<file path="src/rtl/organ_key_conditioner_if.sv">
// Organ key conditioner pin bundle: raw bouncing buttons in,
// clean active-low note/octave lines and key-event pulse out.
interface organ_key_conditioner_if;
    logic [1:4] button_n;
    logic       octaveUp_n;
    logic       octaveDown_n;
    logic [1:4] noteButton_n;
    logic [1:0] octaveSelect_n;
    logic       keyEvent;

    modport master (
        output button_n,
        output octaveUp_n,
        output octaveDown_n,
        input  noteButton_n,
        input  octaveSelect_n,
        input  keyEvent
    );

    modport slave (
        input  button_n,
        input  octaveUp_n,
        input  octaveDown_n,
        output noteButton_n,
        output octaveSelect_n,
        output keyEvent
    );
endinterface

</file>
<file path="src/rtl/organ_key_conditioner.sv">
// Organ key conditioner: synchronise and debounce four note buttons
// plus octave up/down buttons, and keep a 2-bit octave register.
//
// Ports:
//   oneMHzClock        system clock, rising edge
//   reset_n            asynchronous active-low reset
//   kif.button_n       raw note buttons [1:4], active-low, bouncing
//   kif.octaveUp_n     raw octave-up button, active-low
//   kif.octaveDown_n   raw octave-down button, active-low
//   kif.noteButton_n   debounced note buttons, active-low
//   kif.octaveSelect_n inverted octave register
//   kif.keyEvent       one-cycle pulse on any debounced note press
//
// Build option: define OCTAVE_WRAP_EN to make octave stepping wrap
// modulo 4 instead of saturating at 0 and 3.
module organ_key_conditioner #(
    parameter int DEBOUNCE_CYCLES = 10000,
    parameter int DEFAULT_OCTAVE  = 2
) (
    input logic                      oneMHzClock,
    input logic                      reset_n,
    organ_key_conditioner_if.slave   kif
);

    localparam int NCH = 6;
    localparam int CW  = $clog2(DEBOUNCE_CYCLES + 1);

    localparam logic [CW-1:0] CNT_MAX = CW'(DEBOUNCE_CYCLES - 1);
    localparam logic [CW-1:0] CNT_ONE = CW'(1);
    localparam logic [1:0]    OCT_RST = 2'(DEFAULT_OCTAVE);

    // Channel map: 0..3 = notes 1..4, 4 = octave up, 5 = octave down.
    localparam int CH_UP = 4;
    localparam int CH_DN = 5;

    logic [NCH-1:0] raw;

    logic [NCH-1:0] sync1_q;
    logic [NCH-1:0] sync1_d;
    logic [NCH-1:0] sync2_q;
    logic [NCH-1:0] sync2_d;

    logic [NCH-1:0] stable_q;
    logic [NCH-1:0] stable_d;

    logic [NCH-1:0][CW-1:0] cnt_q;
    logic [NCH-1:0][CW-1:0] cnt_d;

    logic [NCH-1:0] press;

    logic key_event_q;
    logic key_event_d;
    logic up_press_q;
    logic up_press_d;
    logic dn_press_q;
    logic dn_press_d;

    logic [1:0] octave_q;
    logic [1:0] octave_d;
    logic [1:0] oct_up;
    logic [1:0] oct_dn;

    assign raw = {
        kif.octaveDown_n,
        kif.octaveUp_n,
        kif.button_n[4],
        kif.button_n[3],
        kif.button_n[2],
        kif.button_n[1]
    };

    // Two-flop synchroniser for every raw input.
    always_comb begin
        sync1_d = raw;
        sync2_d = sync1_q;
    end

    // Debounce: the counter only runs while the synced level
    // disagrees with the stable state. Reaching CNT_MAX with the
    // level still different accepts the new level.
    always_comb begin
        stable_d = stable_q;
        cnt_d    = cnt_q;
        for (int i = 0; i < NCH; i++) begin
            if (sync2_q[i] == stable_q[i]) begin
                cnt_d[i] = '0;
            end else if (cnt_q[i] == CNT_MAX) begin
                stable_d[i] = ~stable_q[i];
                cnt_d[i]    = '0;
            end else begin
                cnt_d[i] = cnt_q[i] + CNT_ONE;
            end
        end
    end

    // Press = stable state going released(1) -> pressed(0).
    assign press = stable_q & ~stable_d;

    // keyEvent is registered alongside the stable flops so the
    // pulse lines up with the noteButton_n falling edge.
    always_comb begin
        key_event_d = |press[3:0];
        up_press_d  = press[CH_UP];
        dn_press_d  = press[CH_DN];
    end

`ifdef OCTAVE_WRAP_EN
    always_comb begin
        oct_up = octave_q + 2'd1;
        oct_dn = octave_q - 2'd1;
    end
`else
    always_comb begin
        oct_up = (octave_q == 2'd3) ? 2'd3 : octave_q + 2'd1;
        oct_dn = (octave_q == 2'd0) ? 2'd0 : octave_q - 2'd1;
    end
`endif

    // Simultaneous up and down presses cancel out.
    always_comb begin
        octave_d = octave_q;
        unique case ({up_press_q, dn_press_q})
            2'b10:   octave_d = oct_up;
            2'b01:   octave_d = oct_dn;
            default: octave_d = octave_q;
        endcase
    end

    always_ff @(posedge oneMHzClock or negedge reset_n) begin
        if (!reset_n) begin
            sync1_q     <= '1;
            sync2_q     <= '1;
            stable_q    <= '1;
            cnt_q       <= '0;
            key_event_q <= 1'b0;
            up_press_q  <= 1'b0;
            dn_press_q  <= 1'b0;
            octave_q    <= OCT_RST;
        end else begin
            sync1_q     <= sync1_d;
            sync2_q     <= sync2_d;
            stable_q    <= stable_d;
            cnt_q       <= cnt_d;
            key_event_q <= key_event_d;
            up_press_q  <= up_press_d;
            dn_press_q  <= dn_press_d;
            octave_q    <= octave_d;
        end
    end

    assign kif.noteButton_n = {
        stable_q[0],
        stable_q[1],
        stable_q[2],
        stable_q[3]
    };
    assign kif.octaveSelect_n = ~octave_q;
    assign kif.keyEvent       = key_event_q;

endmodule

</file>
<file path="src/flat_wrapper.sv">
// flat-port wrapper written by rule: the top's interface ports become plain ports
module organ_key_conditioner_flat 
#(
    parameter int DEBOUNCE_CYCLES = 10000,
    parameter int DEFAULT_OCTAVE  = 2
)
  (oneMHzClock, reset_n, kif_button_n, kif_octaveUp_n, kif_octaveDown_n, kif_noteButton_n, kif_octaveSelect_n, kif_keyEvent);
  organ_key_conditioner_if kif_i ();
  input logic oneMHzClock;
  input logic reset_n;
  input wire logic [$bits(kif_i.button_n)-1:0] kif_button_n;
  input wire logic [$bits(kif_i.octaveUp_n)-1:0] kif_octaveUp_n;
  input wire logic [$bits(kif_i.octaveDown_n)-1:0] kif_octaveDown_n;
  output wire logic [$bits(kif_i.noteButton_n)-1:0] kif_noteButton_n;
  output wire logic [$bits(kif_i.octaveSelect_n)-1:0] kif_octaveSelect_n;
  output wire logic [$bits(kif_i.keyEvent)-1:0] kif_keyEvent;
  assign kif_i.button_n = kif_button_n;
  assign kif_i.octaveUp_n = kif_octaveUp_n;
  assign kif_i.octaveDown_n = kif_octaveDown_n;
  assign kif_noteButton_n = kif_i.noteButton_n;
  assign kif_octaveSelect_n = kif_i.octaveSelect_n;
  assign kif_keyEvent = kif_i.keyEvent;
  organ_key_conditioner #(.DEBOUNCE_CYCLES(DEBOUNCE_CYCLES), .DEFAULT_OCTAVE(DEFAULT_OCTAVE)) u_core (.oneMHzClock(oneMHzClock), .reset_n(reset_n), .kif(kif_i));
endmodule
</file>
<file path="config.mk">
export PLATFORM = sky130hd
export DESIGN_NAME = organ_key_conditioner_flat
export DESIGN_NICKNAME = d
export VERILOG_FILES = /design/src/rtl/organ_key_conditioner_if.sv /design/src/rtl/organ_key_conditioner.sv /design/src/flat_wrapper.sv
export SDC_FILE = /design/constraint.sdc
export NUM_CORES = 1
export LEC_CHECK = 0
export ABC_CLOCK_PERIOD_IN_PS = 1900
export CORE_ASPECT_RATIO = 1.75
export CORE_UTILIZATION = 40
export CTS_CLUSTER_DIAMETER = 120
export DETAILED_ROUTE_END_ITERATION = 8
export PLACE_DENSITY = 0.65
export RECOVER_POWER = 25
export SETUP_SLACK_MARGIN = 0.02
export SKIP_CTS_REPAIR_TIMING = 1
export SYNTH_ARGS = -nofsm -noshare
export SYNTH_HDL_FRONTEND = slang
export SYNTH_SLANG_ARGS = --single-unit
</file>
<file path="constraint.sdc">
create_clock -name oneMHzClock -period 1.9 [get_ports oneMHzClock]
set_clock_uncertainty 0.1 [all_clocks]
set_input_delay 0.38 -clock oneMHzClock [delete_from_list [all_inputs] [get_ports oneMHzClock]]
set_output_delay 0.38 -clock oneMHzClock [all_outputs]
set_load 0.01 [all_outputs]
</file>
; ---- Word level (Yosys, flattened, before mapping)
; Cells that the tools add are included.
[op_classes]
reduce_logical = 3
muxes = 27
n_bitwise = 9
eq_ne = 15
add_sub_neg = 8
[ops]
columns = cell, n
row1 = 14-bit 2-to-1 mux, 12
row2 = 14-bit by 1-bit adder with 14-bit output (second input constant), 6
row3 = 14-bit == test (second input constant), 6
row4 = 1-bit 2-to-1 mux, 12
row5 = 6-bit AND, 1
row6 = 1-bit == test, 6
row7 = 1-bit NOT, 6
row8 = 6-bit NOT, 1
row9 = 2-bit == test (second input constant), 2
row10 = 2-bit 2-to-1 mux, 2
row11 = 2-bit one-hot mux with 2 select lines, 1
row12 = 4-bit OR reduction, 1
row13 = 2-bit by 1-bit adder with 2-bit output (second input constant), 1
row14 = 2-bit by 1-bit == test with 1-bit output (second input constant), 1
row15 = 2-bit logical NOT, 1
row16 = 2-bit NOT, 1
row17 = 2-bit nonzero test, 1
row18 = 2-bit by 1-bit subtractor with 2-bit output (second input constant), 1
[totals]
output_inout_bits = 7
in_bits = 8
reg_bits = 107

; ---- Longest topological paths before layout
[logic_depth]
word_depth = 6
depth_mapped = 6

; ---- Least setup slack after synthesis
; OpenSTA, ideal clock, no wires.
[synth_timing]
path_type = register to register
start = register u_core.cnt_q[18] (netlist bit)
end = register u_core.cnt_q[25] (netlist bit)
required_time_ps = 1681
period_less_slack_ps = 1872
path_stages_with_launch = 6
setup_time_ps = 119
arrival_time_ps = 1653
setup_slack_ps = 28
path_cell_list = dfrtp_1 or4b_1 nor4_2 or2b_2 buf_6 nor2_1
[synth_lines]
columns = element, line
row1 = "start, declared", organ_key_conditioner.sv:46  ; logic [NCH-1:0][CW-1:0] cnt_q;
row2 = "start signal, assigned", organ_key_conditioner.sv:143  ; cnt_q <= cnt_d;

; ---- Final worst setup path
[layout_timing]
start = register u_core.cnt_q[49] (netlist bit)
end = register u_core.key_event_q (netlist: u_core.kif.keyEvent)
[layout_between]
elab_chain_len = 6
[layout_rtl]
columns = element, line
row1 = 14-bit == test, organ_key_conditioner.sv:87  ; end else if (cnt_q[i] == CNT_MAX) begin
row2 = 1-bit 2-to-1 mux, organ_key_conditioner.sv:87
row3 = 1-bit 2-to-1 mux, organ_key_conditioner.sv:85  ; if (sync2_q[i] == stable_q[i]) begin
row4 = 6-bit NOT, organ_key_conditioner.sv:97  ; assign press = stable_q & ~stable_d;
row5 = 6-bit AND, organ_key_conditioner.sv:97
row6 = 4-bit OR reduction, organ_key_conditioner.sv:102  ; key_event_d = |press[3:0];
row7 = named net u_core.key_event_d, organ_key_conditioner.sv:52  ; logic key_event_d;
row8 = "end signal, assigned", organ_key_conditioner.sv:144  ; key_event_q <= key_event_d;
row9 = "end, declared", organ_key_conditioner.sv:51  ; logic key_event_q;
; The timed path passes the listed nets, and every way through them passes these cells.
; A chain may end at the register's enable or synchronous reset.

==> results.tsv <==
metric	value	unit
globalRouteMet3Util	0.03385	
vdd_ir_drop_max	0.0004211	V
final_nets	512	
crit_path_start_kind	register	
yosys.cell_count.top_type	dfrtp_1	
p_leak	2.481	nW
critPathKind	register to register	
busiest_layer	met2	
min_path_type	register to register	
pre_cts_ws	-0.002340	ns
drt_pass1_iterations	4	
routed_wl	8896	um
rsz0062_at_grt	false	
gp_congestion	0.7604	
ant_nets	0	
crit_path_end	u_core.kif.keyEvent	
clock-root-buffer	clkbuf_16	
drv_cap	0	
cp.required	2.07	ns
antenna_found_initial	0	
numPlacedInstances	621	
min_period_over_period	0.9543	
fill_cells	1101	
drc	0	
overflow	0	
critPathLaunch	u_core.cnt_q[49]	
clock_latency	0.34	ns
tritoncts	done	
grt_pass1_wl	15460	um
synth_area_leaders	dfrtp_1, dfstp_2, xor2_1	
relSlewSlack	0.05253	
avgSynthCellArea	10.61	um2
multi_input_area	2087	um2
setup_viol	0	
insertedDiodeCount	0	
synthTopCellsByCount	dfrtp_1, nor2_1, xor2_1	
chipHeight	148.1	um
drt_iter0_markers	114	
syn_area	4880	um2
regArea	2701	um2
hold_violations	0	
io-pin-count	15	
synth_flop_cell	dfrtp_1	
fin_util	0.4725	
area_growth	15.59	%
dp_hpwl	6107	um
synth.top_cell.area_share	0.4513	
track_usage	0.1533	
num_vias	3390	
yosys.cell_types.count	29	
drive_gt1_frac	0.1514	
finalSetupTns	0	ns
r2r_end	u_core.kif.keyEvent	
reg2reg_slack	0.09	ns
cp.arrival	1.99	ns
min_period	1.813	ns
async_flop_share	1.000	
p_per_area	763.7	nW/um2
ys_seq_area_frac	0.5536	
num_rows	53	
cts_made_buffers	9	
clkTransAtPathRegs	0.07	ns
die_x	85.49	um
htreeDepth	3	
io_buffers	14	
grt_max_degree	108	
yosysWarnings	0	
core-area	11940	um2
initial_core_util	0.4088	
vias_per_cell	5.305	
slew_viol_final	0	
synth_nets	475	
final_cells	639	
grt_use_met1	0.1750	
ys_ff_latch	107	
reg2reg_depth	4	
critPathMaxFanout	4	
synthCells	460	
cts_sinks	107	
max_clock_freq	0.5515	GHz
clock_path_buffers	2	
outcome	finished, final reports clean	
grt_use_met2	0.2804	
synth_top_area_cell	dfrtp_1	
grt_pass1_vias	3448	
crit_path_end_kind	register	
synth_edf_count	0	
tightest_slew	1.421	ns
routedWlPerCell	13.92	um
setup_ws	0.08683	ns
die-area	12660	um2
r2r-start	u_core.cnt_q[49]	
==> where the power goes <==
part	leakage, nW	switching (W)	total [W]	internal, W
clock	0.139	0.000813	0.00178	0.000971
combinational	0.929	0.0000968	0.000151	0.0000538
sequential	1.41	0.0000408	0.00237	0.00233
total	2.48	0.000951	0.00431	0.00336
==> area by class of cell <==
cell class              instances  area share
clock buffers                  12     0.04547
well taps                     137     0.03039
inverters                      12    0.007986
multi-input cells             327      0.3700
flip-flops and latches        107      0.4789
repair buffers                 40     0.06122
clock inverters                 4    0.005989
==> through the flow <==
stage	total power, W	cell area (um2)	hold WS, ns
2_1_floorplan	0.002480	4880	-0.01559
3_3_place_gp	0.002570	5299	0.2459
3_5_place_dp	0.002578	5299	0.2481
4_1_cts	0.004393	5589	0.02430
5_1_grt	0.004495	5640	0.2639
6_report	0.004308	5640	0.2575
==> cells by family after synthesis <==
family | count (synthesis) | synth area share
AOI/OAI and AO/OA | 11 | 0.01128
and+or+nand+nor | 228 | 0.2426
muxes | 6 | 0.01385
xor gates and xnor gates | 75 | 0.1346
DFF | 107 | 0.5536
buffers and inverters | 26 | 0.02615
adders and majority gates | 7 | 0.01795
==> flip-flops by register name, summed over array words and instances (netlist names) <==
name,flops
u_core.cnt_q,84
u_core.stable_q,6
u_core.sync1_q,6
u_core.sync2_q,6
u_core.octave_q,2
u_core.dn_press_q,1
u_core.kif.keyEvent,1
u_core.up_press_q,1
==> cells in the final DEF, fill, tap and decap left out, types with 3 or more instances in the layout <==
cell type | Yosys | layout
xor2_1 | 41 | 41
nor4b_1 | 6 | 6
ha_1 | 7 | 7
nor2_1 | 84 | 84
o21ai_0 | 7 | 7
inv_1 | 12 | 12
dfstp_2 | 19 | 19
a21oi_1 | 4 | 4
clkbuf_16 | 0 | 9
or3_1 | 5 | 4
dfrtp_1 | 88 | 88
and3_1 | 12 | 12
dlymetal6s2s_1 | 0 | 5
nand3_1 | 25 | 25
xnor2_1 | 34 | 34
and4_1 | 9 | 9
nand4_1 | 32 | 32
nand2_1 | 21 | 21
dlygate4sd3_1 | 0 | 6
nor3_1 | 17 | 17
buf_4 | 4 | 25
nor4_1 | 3 | 3
mux2_2 | 6 | 5
==> worst min path at each step <==
stage / startpoint / to / cells past startpoint / slack [ns]
floorplan: reset_n / u_core.cnt_q[0] / 0 / -0.02
global placement: u_core.sync1_q[4] / u_core.sync2_q[4] / 0 / 0.25
detailed placement: u_core.sync1_q[1] / u_core.sync2_q[1] / 0 / 0.25
CTS: reset_n / u_core.cnt_q[40] / 2 / 0.02
global route: u_core.sync1_q[1] / u_core.sync2_q[1] / 0 / 0.26
finish: u_core.sync1_q[1] / u_core.sync2_q[1] / 0 / 0.26
==> worst max-delay path, stage by stage (launching register included) <==
cell	delay, ns
dfrtp_1	0.42
nor4b_1	0.38
nand4_1	0.25
or3b_2	0.49
nand4_1	0.10
==> layer usage <==
metal	wire length, um	vias up	share of wire
met5	0	-	0
met4	104	0	0.012
met3	194	8	0.022
met2	4895	30	0.55
met1	3701	1704	0.42
li1	-	1648	-
Note: power is estimated with default switching activity, not from simulation.
